`src/rtl/alu_pkg.sv`:
```
// Shared types and helpers for the pipelined ALU: opcode encoding,
// status-flag layout and the shift-amount width calculation.
package alu_pkg;

  // Operation select carried on the 3-bit opcode field.
  typedef enum logic [2:0] {
    OP_ADD   = 3'd0,
    OP_SUB   = 3'd1,
    OP_AND   = 3'd2,
    OP_OR    = 3'd3,
    OP_XOR   = 3'd4,
    OP_SHL   = 3'd5,
    OP_SHR   = 3'd6,
    OP_PASSA = 3'd7
  } opcode_e;

  // Status flags travelling alongside each result.
  typedef struct packed {
    logic carry;  // carry out of ADD, borrow out of SUB
    logic ovf;    // signed overflow of ADD/SUB
    logic zero;   // final (post-saturation) result is all zeros
  } alu_flags_t;

  localparam int DEFAULT_WIDTH = 8;

  // Number of low b bits used as the shift amount for a given width.
  function automatic int calc_shamt_w(input int width);
    return (width > 1) ? $clog2(width) : 1;
  endfunction

  localparam int SHAMT_W = calc_shamt_w(DEFAULT_WIDTH);

endpackage : alu_pkg

```
`src/rtl/alu_pipe_if.sv`:
```
// Operand/result bus of the pipelined ALU.
//
// Handshake semantics (both directions): a transfer happens at a rising clk
// edge where valid && ready are both 1. The producer keeps valid and its
// payload stable until the transfer happens; ready may change freely and is
// never a function of valid on the same side. The input side is
// in_valid/in_ready with a, b, opcode; the output side is out_valid/out_ready
// with c and flags. res_count counts completed output transfers.
interface alu_pipe_if #(
  parameter int WIDTH = 8
);
  logic             in_valid;
  logic             in_ready;
  logic [WIDTH-1:0] a;
  logic [WIDTH-1:0] b;
  logic [2:0]       opcode;
  logic             out_valid;
  logic             out_ready;
  logic [WIDTH-1:0] c;
  logic             carry;
  logic             ovf;
  logic             zero;
  logic [15:0]      res_count;

  // Stimulus / consumer side.
  modport master (
    output in_valid, a, b, opcode, out_ready,
    input  in_ready, out_valid, c, carry, ovf, zero, res_count
  );

  // ALU side.
  modport slave (
    input  in_valid, a, b, opcode, out_ready,
    output in_ready, out_valid, c, carry, ovf, zero, res_count
  );

endinterface : alu_pipe_if

```
`src/rtl/alu_pipe_stage.sv`:
```
// One pipeline slice: a valid bit plus a data word. When i_load is high the
// slice takes whatever its upstream offers (possibly a bubble); otherwise it
// holds. Data only changes when a valid item arrives, so the result bus stays
// quiet across bubbles.
module alu_pipe_stage #(
  parameter int DW = 11
) (
  input  logic          clk,
  input  logic          reset,
  input  logic          i_load,
  input  logic          i_valid,
  input  logic [DW-1:0] i_data,
  output logic          o_valid,
  output logic [DW-1:0] o_data
);

  logic          r_valid;
  logic [DW-1:0] r_data;

  // Load-or-hold register with asynchronous clear.
  always_ff @(posedge clk or negedge reset) begin
    if (!reset) begin
      r_valid <= 1'b0;
      r_data  <= '0;
    end else if (i_load) begin
      r_valid <= i_valid;
      if (i_valid) begin
        r_data <= i_data;
      end
    end
  end

  assign o_valid = r_valid;
  assign o_data  = r_data;

endmodule : alu_pipe_stage

```
`src/rtl/alu_pipe.sv`:
```
// Pipelined ALU. The operation is evaluated combinationally from the input
// bus and captured in stage 0 on accept; later stages only move the result
// and flags towards the output. Each stage loads when it is empty or when its
// successor drains it in the same cycle, giving STAGES entries of storage and
// full throughput under continuous flow.
module alu_pipe
  import alu_pkg::*;
#(
  parameter int WIDTH    = 8,
  parameter int STAGES   = 2,
  parameter int SATURATE = 0
) (
  input  logic       clk,
  input  logic       reset,
  alu_pipe_if.slave  bus
);

  localparam int L_SHAMT_W = calc_shamt_w(WIDTH);
  localparam int DW        = WIDTH + $bits(alu_flags_t);

  // ---------------------------------------------------------------------------
  // Compute
  // ---------------------------------------------------------------------------
  opcode_e              w_op;
  logic [WIDTH:0]       w_sum;
  logic [WIDTH:0]       w_diff;
  logic [L_SHAMT_W-1:0] w_shamt;
  logic [WIDTH-1:0]     w_c;
  alu_flags_t           w_flags;
  logic                 w_a_msb;
  logic                 w_b_msb;

  assign w_op    = opcode_e'(bus.opcode);
  assign w_shamt = bus.b[L_SHAMT_W-1:0];
  assign w_a_msb = bus.a[WIDTH-1];
  assign w_b_msb = bus.b[WIDTH-1];

  // Evaluate the selected operation, flags and optional saturation.
  always_comb begin
    w_sum         = {1'b0, bus.a} + {1'b0, bus.b};
    w_diff        = {1'b0, bus.a} - {1'b0, bus.b};
    w_c           = '0;
    w_flags.carry = 1'b0;
    w_flags.ovf   = 1'b0;
    w_flags.zero  = 1'b0;
    case (w_op)
      OP_ADD: begin
        w_c           = w_sum[WIDTH-1:0];
        w_flags.carry = w_sum[WIDTH];
        // Same-sign operands producing a different-sign result.
        w_flags.ovf   = (w_a_msb == w_b_msb) && (w_sum[WIDTH-1] != w_a_msb);
        if ((SATURATE != 0) && w_sum[WIDTH]) begin
          w_c = '1;
        end
      end
      OP_SUB: begin
        w_c           = w_diff[WIDTH-1:0];
        // The extra bit of the widened difference is the unsigned borrow.
        w_flags.carry = w_diff[WIDTH];
        // Opposite-sign operands with the result sign differing from a.
        w_flags.ovf   = (w_a_msb != w_b_msb) && (w_diff[WIDTH-1] != w_a_msb);
        if ((SATURATE != 0) && w_diff[WIDTH]) begin
          w_c = '0;
        end
      end
      OP_AND:  w_c = bus.a & bus.b;
      OP_OR:   w_c = bus.a | bus.b;
      OP_XOR:  w_c = bus.a ^ bus.b;
      OP_SHL:  w_c = bus.a << w_shamt;
      OP_SHR:  w_c = bus.a >> w_shamt;
      default: w_c = bus.a;
    endcase
    // Zero reflects the value that is actually delivered.
    w_flags.zero = (w_c == '0);
  end

  // ---------------------------------------------------------------------------
  // Pipeline and flow control
  // ---------------------------------------------------------------------------
  logic [STAGES-1:0] w_valid;
  logic [STAGES-1:0] w_load;
  logic [DW-1:0]     w_data [STAGES];

  // Stage k may load when the output drains this cycle or any stage from k
  // downstream has a hole; this is the unrolled form of the per-stage
  // "empty or successor takes it" chain.
  always_comb begin
    w_load = '0;
    for (int k = 0; k < STAGES; k++) begin
      w_load[k] = bus.out_ready;
      for (int j = k; j < STAGES; j++) begin
        if (!w_valid[j]) begin
          w_load[k] = 1'b1;
        end
      end
    end
  end

  generate
    for (genvar k = 0; k < STAGES; k++) begin : g_stage
      logic          w_in_valid;
      logic [DW-1:0] w_in_data;

      if (k == 0) begin : g_head
        assign w_in_valid = bus.in_valid;
        assign w_in_data  = {w_c, w_flags};
      end else begin : g_body
        assign w_in_valid = w_valid[k-1];
        assign w_in_data  = w_data[k-1];
      end

      alu_pipe_stage #(
        .DW (DW)
      ) u_stage (
        .clk     (clk),
        .reset   (reset),
        .i_load  (w_load[k]),
        .i_valid (w_in_valid),
        .i_data  (w_in_data),
        .o_valid (w_valid[k]),
        .o_data  (w_data[k])
      );
    end
  endgenerate

  // ---------------------------------------------------------------------------
  // Output side
  // ---------------------------------------------------------------------------
  alu_flags_t       w_out_flags;
  logic [WIDTH-1:0] w_out_c;
  logic             w_deliver;
  logic [15:0]      r_res_count;

  assign {w_out_c, w_out_flags} = w_data[STAGES-1];
  assign w_deliver              = w_valid[STAGES-1] && bus.out_ready;

  // Count delivered results; 16-bit wrap is intentional.
  always_ff @(posedge clk or negedge reset) begin
    if (!reset) begin
      r_res_count <= '0;
    end else if (w_deliver) begin
      r_res_count <= r_res_count + 16'd1;
    end
  end

  assign bus.in_ready  = w_load[0];
  assign bus.out_valid = w_valid[STAGES-1];
  assign bus.c         = w_out_c;
  assign bus.carry     = w_out_flags.carry;
  assign bus.ovf       = w_out_flags.ovf;
  assign bus.zero      = w_out_flags.zero;
  assign bus.res_count = r_res_count;

endmodule : alu_pipe

```
`src/flat_wrapper.sv`:
```
// flat-port wrapper written by rule: the top's interface ports become plain ports
module alu_pipe_flat import alu_pkg::*;
#(
  parameter int WIDTH    = 8,
  parameter int STAGES   = 2,
  parameter int SATURATE = 0
)
  (clk, reset, bus_in_valid, bus_a, bus_b, bus_opcode, bus_out_ready, bus_in_ready, bus_out_valid, bus_c, bus_carry, bus_ovf, bus_zero, bus_res_count);
  alu_pipe_if #(.WIDTH(WIDTH)) bus_i ();
  input  logic clk;
  input  logic reset;
  input wire logic [$bits(bus_i.in_valid)-1:0] bus_in_valid;
  input wire logic [$bits(bus_i.a)-1:0] bus_a;
  input wire logic [$bits(bus_i.b)-1:0] bus_b;
  input wire logic [$bits(bus_i.opcode)-1:0] bus_opcode;
  input wire logic [$bits(bus_i.out_ready)-1:0] bus_out_ready;
  output wire logic [$bits(bus_i.in_ready)-1:0] bus_in_ready;
  output wire logic [$bits(bus_i.out_valid)-1:0] bus_out_valid;
  output wire logic [$bits(bus_i.c)-1:0] bus_c;
  output wire logic [$bits(bus_i.carry)-1:0] bus_carry;
  output wire logic [$bits(bus_i.ovf)-1:0] bus_ovf;
  output wire logic [$bits(bus_i.zero)-1:0] bus_zero;
  output wire logic [$bits(bus_i.res_count)-1:0] bus_res_count;
  assign bus_i.in_valid = bus_in_valid;
  assign bus_i.a = bus_a;
  assign bus_i.b = bus_b;
  assign bus_i.opcode = bus_opcode;
  assign bus_i.out_ready = bus_out_ready;
  assign bus_in_ready = bus_i.in_ready;
  assign bus_out_valid = bus_i.out_valid;
  assign bus_c = bus_i.c;
  assign bus_carry = bus_i.carry;
  assign bus_ovf = bus_i.ovf;
  assign bus_zero = bus_i.zero;
  assign bus_res_count = bus_i.res_count;
  alu_pipe #(.WIDTH(WIDTH), .STAGES(STAGES), .SATURATE(SATURATE)) u_core (.clk(clk), .reset(reset), .bus(bus_i));
endmodule
```
`config.mk`:
```
export PLATFORM = sky130hd
export DESIGN_NAME = alu_pipe_flat
export DESIGN_NICKNAME = d
export VERILOG_FILES = /design/src/rtl/alu_pkg.sv /design/src/rtl/alu_pipe_if.sv /design/src/rtl/alu_pipe_stage.sv /design/src/rtl/alu_pipe.sv /design/src/flat_wrapper.sv
export SDC_FILE = /design/constraint.sdc
export NUM_CORES = 1
export LEC_CHECK = 0
export ABC_AREA = 1
export BUFFER_PORTS_ARGS = -buffer_cell sky130_fd_sc_hd__clkbuf_2
export CAP_MARGIN = 20
export CORE_ASPECT_RATIO = 0.9
export CORE_MARGIN = 3
export CORE_UTILIZATION = 45
export DETAILED_ROUTE_END_ITERATION = 8
export GPL_TIMING_DRIVEN = 0
export HOLD_SLACK_MARGIN = 0.1
export PLACE_DENSITY_LB_ADDON = 0.15
export SLEW_MARGIN = 0
export SYNTH_ARGS = -nofsm -noshare
export SYNTH_HDL_FRONTEND = slang
export SYNTH_SLANG_ARGS = --single-unit
export TNS_END_PERCENT = 5
```
`constraint.sdc`:
```
create_clock -name clk -period 1.45 [get_ports clk]
set_input_delay 0.29 -clock clk [delete_from_list [all_inputs] [get_ports clk]]
set_output_delay 0.29 -clock clk [all_outputs]
set_load 0.005 [all_outputs]
```
[After elaboration in Yosys (flattened, before gate mapping)]
Cells that the tools add are included.
Storage, ports and cells
  flip-flop bits (word level): 40
  input port bits: 23
  output and inout bits: 29
  word-level logic and storage cells: 35
Cells by class
  add/subtract/negate cells: 3
  eq/ne operators: 10
  shift-type cells: 2
  mux-type cells: 5
  bitwise logic cells: 3
  reductions and logical operators: 7
Operator list (number)
  one-hot mux 8 bit (7 select lines): 1
  adder 16 x 1 -> 16 bit, second input constant: 1
  adder 8 x 8 -> 9 bit: 1
  equality test 3 bit, second input constant: 3
  subtractor 8 x 8 -> 9 bit: 1
  bitwise AND 8 bit: 1
  zero test 8 bit: 1
  bitwise OR 8 bit: 1
  << shifter 8 x 3 -> 8 bit: 1
  right shift 8 x 3 -> 8 bit: 1
  bitwise XOR 8 bit: 1
  equality test 3 x 2 -> 1 bit, second input constant: 2
  one-hot mux 2 bit (2 select lines): 1
  AND reduction 2 bit: 2
  equality test 3 x 1 -> 1 bit, second input constant: 1
  logical AND 1 bit: 3
  zero test 3 bit: 1
  two-way mux 1 bit: 3
  inequality test 1 bit: 3
  equality test 1 bit: 1

[Logic depth before layout (Yosys ltp)]
  depth after elaboration: 4
  mapped depth: 18
  mapped depth without buffers: 17

[Cells and area by module]
From an unflattened synthesis, not the netlist that was laid out.
Second synthesis, totals
  cell total of the unflattened synthesis: 538
  area, all modules: 3593.4 um^2
Modules (own cells, without submodules)
  alu_pipe: times used 1, cells each 436, area an instance 2615.0 um^2, sequential area each 400.4 um^2
  alu_pipe_stage: times used 2, cells each 51, area an instance 489.2 um^2, sequential area each 300.3 um^2

[Least setup slack after synthesis]
Ideal clock, no wire load.
  path type: input to register
  from: input bus_b[1]
  to: register u_core.g_stage[0].u_stage.r_data[0]
  setup time: 0.065 ns
  arrival time: 1.913 ns
  data required time: 1.385 ns
  setup slack: -0.528 ns
  cell stages on the path: 14
  path buffers: 2
  cells stage by stage: clkbuf_2 inv_2 buf_4 fa_1 or2_0 nand3_1 nand3_1 nor2_1 nand2_1 nand2_1 nand3_1 nor2_1 nand3_1 nand2_1
Between the ends
  cells in the longest elaborated chain, start to end: 3
  elaborated cells between the ends (all ways): 9
  classes of those cells: add/sub (2); shift (2); mux (1); bitwise (3); reduce/logical (1)
Ends and longest elaborated chain
  from (decl): RTL line flat_wrapper.sv:14  | input wire logic [$bits(bus_i.b)-1:0] bus_b;
  subtractor 8 x 8 -> 9 bit, or another cell as far along: RTL line alu_pipe.sv:41  | w_diff = {1'b0, bus.a} - {1'b0, bus.b};
  one-hot mux 8 bit (7 select lines) (*): RTL line alu_pipe.sv:46  | case (w_op)
  zero test 8 bit (*): RTL line alu_pipe.sv:74  | w_flags.zero = (w_c == '0);
  to (signal assigned): RTL line alu_pipe_stage.sv:28  | r_data <= i_data;
  to (decl): RTL line alu_pipe_stage.sv:18  | logic [DW-1:0] r_data;
Every way passes the cells marked *; elsewhere a longest branch is shown, timed or not.
A chain may end at the register's enable or synchronous reset.

[Final worst setup path]
  from: input bus_a[3]
  to: register u_core.g_stage[0].u_stage.r_data[0]
Between the ends
  cells in the longest elaborated chain, start to end: 3
  elaborated cells between the ends (all ways): 9
  classes of those cells: add/sub (2); shift (2); mux (1); bitwise (3); reduce/logical (1)
Ends and longest elaborated chain
  from (decl): RTL line flat_wrapper.sv:13  | input wire logic [$bits(bus_i.a)-1:0] bus_a;
  subtractor 8 x 8 -> 9 bit, or another cell as far along: RTL line alu_pipe.sv:41
  one-hot mux 8 bit (7 select lines) (*): RTL line alu_pipe.sv:46
  zero test 8 bit (*): RTL line alu_pipe.sv:74
Marks and branches as above.

==> results.yml <==
die:
  number_of_core_rows: 29
  initial_cell_density_of_the_core: 0.471
  chipWidth_um: 97.4
  placeable_core_area_sq_um: 7180
  die_y_um: 88.2
  fp.dieArea_sq_um: 8590
  io_pins: 52
critical_path:
  timing.critical_path.required_ns: 1.68
  crit-reg2reg-capture: "u_core.bus.res_count[15]$_DFFE_PN0P_"
  setup.reg_to_reg.worst_slack_ns: -0.19
  crit-reg2reg-launch: "u_core.bus.res_count[2]$_DFFE_PN0P_"
  worst_setup_path_startpoint: "bus_a[3]"
  worst-endpoint-arrival_ns: 1.98
  timing.reg2reg.worst_path_depth: 8
  crit_fanout: 7
  critPathKind: "primary input to register"
  critPathLaunchType: "primary input"
  crit_path_end_kind: "register"
sta:
  final.min_clock_period_ns: 1.75
  setup_slack_ns: -0.296
  rsz0062_at_grt: "yes"
  final-max-slew-violation-count: 0
  timing_worst_slew_pin_value_ns: 0.450
  slew-limit-headroom: 0.700
  clock.fmax_ghz: 0.573
  finalHoldViolCount: 0
  skew_ns: 0.00640
  finalSetupViolCount: 14
  min_period_over_period: 1.20
global_routing:
  global_route.usage.total: 0.211
  grt_max_degree: 41
  grt_pass1_vias: 3030
  gr-total-overflow: 0
  grt_first_pass_wirelength_um: 14700
  number_of_antenna_violations_at_the_first_check_in_global_routing: 0
yosys:
  ys_ff_latch: 40
  mappedNetlistArea_sq_um: 3380
  synth.net_count: 533
  ys_warn_count: 0
  netlist_instances: 481
  synthDistinctLibCells: 35
  synth.avg_cell_area_sq_um: 7.03
  synth_seq_area_share: 0.296
clocking:
  clkLatencyLatePin_ns: 0.29
  tritoncts: "built"
  clock_path_buffers: 2
  clock_transition_at_path_regs_ns: 0.08
  cts.sink_count: 40
  cts_buffers: 5
  ctsRootBufferMaster: "clkbuf_8"
  cts_max_level: 2
power_and_ir_drop:
  power.static_leakage_nw: 2.28
  total_power_mw: 4.22
  power.density_cell_area_nw_per_um2: 955
  vdd.ir_drop.worst_v: 0.000666
layout:
  layout-drive-gt1-share: 0.311
  insertedDiodeCount: 0
  final_area_sq_um: 4420
  final_nets: 604
  area_growth_pct: 30.7
  post_layout_nonfiller_instances: 646
routing:
  average_wire_length_per_cell_after_detail_routing_um: 14.6
  first_iter_violations: 275
  dr.max_layer_used: "met4"
  dr_total_vias: 3427
  antenna_left: 0
  detailroute.wirelength.met2_um: 4240
  detail_route.drc_violations: 0
  wl_met1_um: 4340
  via_per_inst: 5.30
  number_of_iterations_in_the_first_detailed_routing_pass: 5
  route.final.wire_length_um: 9420
  routed-wl-met3_um: 669
place:
  placed_cells_incl_taps: 624
  final_hpwl_from_detailed_placement_um: 7120
  gp_congestion: 0.931
  io_buffers: 50
  placed_cell_area_sq_um: 3820
job:
  cap_violations: 0
hold_path:
  hold_path_depth: 4
  worst_hold_path_type: "primary input to register"
  hold_path_startpoint: "bus_out_ready"
  worstHoldEndpoint: "u_core.g_stage[1].u_stage.o_valid$_DFFE_PN0N_"
status:
  status: "finished with violations"
  violated_checks: "setup timing"
-- state kept, by name, indices dropped and copies added (netlist names) --
register and flops:
u_core.g_stage.u_stage.o_data 22, u_core.g_stage.u_stage.o_valid 2, u_core.bus.res_count 16
-- per-layer routing --
| metal | GRT usage | up-vias |
|---|---|---|
| met5 | 0 | - |
| met4 | 0.0629 | 0 |
| met3 | 0.0433 | 15 |
| met2 | 0.321 | 138 |
| met1 | 0.306 | 1582 |
| li1 | - | 1692 |
-- how the worst max path moves through the flow --
stage	depth (start not counted)	end	slack (ns)
floorplan	14	u_core.g_stage[0].u_stage.o_data[0]$_DFFE_PN0P_	-0.33
global placement	18	u_core.g_stage[0].u_stage.o_data[0]$_DFFE_PN0P_	-0.89
detailed placement	19	u_core.g_stage[0].u_stage.o_data[0]$_DFFE_PN0P_	-0.89
CTS	16	u_core.g_stage[0].u_stage.o_data[0]$_DFFE_PN0P_	-0.31
global route	14	u_core.g_stage[0].u_stage.o_data[0]$_DFFE_PN0P_	-0.47
finish	14	u_core.g_stage[0].u_stage.o_data[0]$_DFFE_PN0P_	-0.30
-- cell usage after synthesis --
cell        n  area (sq um)
a21oi_1    11          55.1
a21oi_2     1          8.76
a31oi_1     1          6.26
and2_1      2          12.5
buf_2       5          25.0
buf_4       2          15.0
buf_6       1          11.3
clkbuf_1    1          3.75
clkbuf_2    1          5.00
dfrtp_1    40          1000
fa_1        2          40.0
ha_1       27           338
inv_1      53           199
inv_2       7          26.3
mux2_2      9           101
nand2_1   143           537
nand2_2     5          31.3
nand3_1    77           385
nand3_2     3          30.0
nand3b_1    4          30.0
nand4_1     5          31.3
nor2_1     30           113
nor2_2      6          37.5
nor2_4      2          22.5
nor3_2      1          10.0
nor3_4      1          16.3
o211ai_1    3          22.5
o21ai_0    15          75.1
o22ai_1     1          6.26
o31ai_1     2          15.0
or2_0       1          6.26
or2_2       1          6.26
or2_4       1          8.76
xnor2_1     5          43.8
xor2_1     12           105
-- placed cells by master, fill, tap and decap left out, drive strengths merged, types with 4 or more instances in the layout --
| cell | synthesis | final |
|---|---|---|
| nand2 | 148 | 148 |
| nand3 | 80 | 80 |
| inv | 60 | 60 |
| clkbuf | 2 | 55 |
| dfrtp | 40 | 40 |
| nor2 | 38 | 38 |
| ha | 27 | 27 |
| buf | 8 | 23 |
| o21ai | 15 | 15 |
| xor2 | 12 | 12 |
| a21oi | 12 | 12 |
| mux2 | 9 | 9 |
| nand4 | 5 | 5 |
| xnor2 | 5 | 5 |
| nand3b | 4 | 4 |
-- final cells by class --
class | count | area [sq um]
multi-input cells | 371 | 2360
inverters | 60 | 243
repair buffers | 65 | 434
well taps | 93 | 116
plain buffers | 9 | 106
clock buffers | 5 | 68.8
fillers | 681 | 2770
flip-flops and latches | 40 | 1000
clock inverters | 3 | 90.1
-- report_power, final --
part / leakage [nW] / internal (mW) / total, mW / switching (mW)
combinational: 1.69 / 0.639 / 1.44 / 0.797
sequential: 0.513 / 1.34 / 1.52 / 0.181
clock: 0.0784 / 0.861 / 1.26 / 0.399
-- repair_timing --
item                                    in CTS  in global routing
hold buffers                                 0                  1
resized for setup                           55                 41
endpoints found under the setup margin      22                 17
pin swaps                                   19                 25
buffers inserted                             9                  4
hold endpoints to repair                     0                 10
-- metrics by stage --
| stage | utilization | setup TNS (ns) | worst slack [ns] | hold WS [ns] |
|---|---|---|---|---|
| 6_report | 0.615 | -2.07 | -0.296 | 0.329 |
| 5_1_grt | 0.615 | -4.03 | -0.469 | 0.360 |
| 3_3_place_gp | 0.531 | -7.98 | -0.890 | 0.458 |
| 2_1_floorplan | - | -1.99 | -0.327 | -0.00559 |
| 3_5_place_dp | 0.531 | -8.51 | -0.894 | 0.460 |
| 4_1_cts | 0.590 | -1.94 | -0.311 | 0.175 |
-- cell families (layout without fill, tap and decap cells) --
| family | Yosys count | after routing | share of synthesized area |
|---|---|---|---|
| AO/OA/AOI/OAI | 34 | 34 | 0.0559 |
| XOR/XNOR | 17 | 17 | 0.0440 |
| adder cells (fa/ha/maj) | 29 | 29 | 0.112 |
| buffers and inverters | 70 | 142 | 0.0844 |
| flip-flops | 40 | 40 | 0.296 |
| multiplexers | 9 | 9 | 0.0300 |
| AND/OR/NAND/NOR | 282 | 282 | 0.378 |
-- worst max-delay path, stage by stage --
cell	delay [ns]
buf_2	0.15
inv_1	0.09
ha_4	0.34
inv_2	0.07
or2_4	0.25
a21oi_2	0.13
nor2_1	0.06
nor2_1	0.09
nand3b_1	0.09
nand2_2	0.09
nand2_1	0.07
nor2_2	0.09
nand3_1	0.08
nand2_1	0.07
Note: power is estimated with default switching activity, not from simulation.
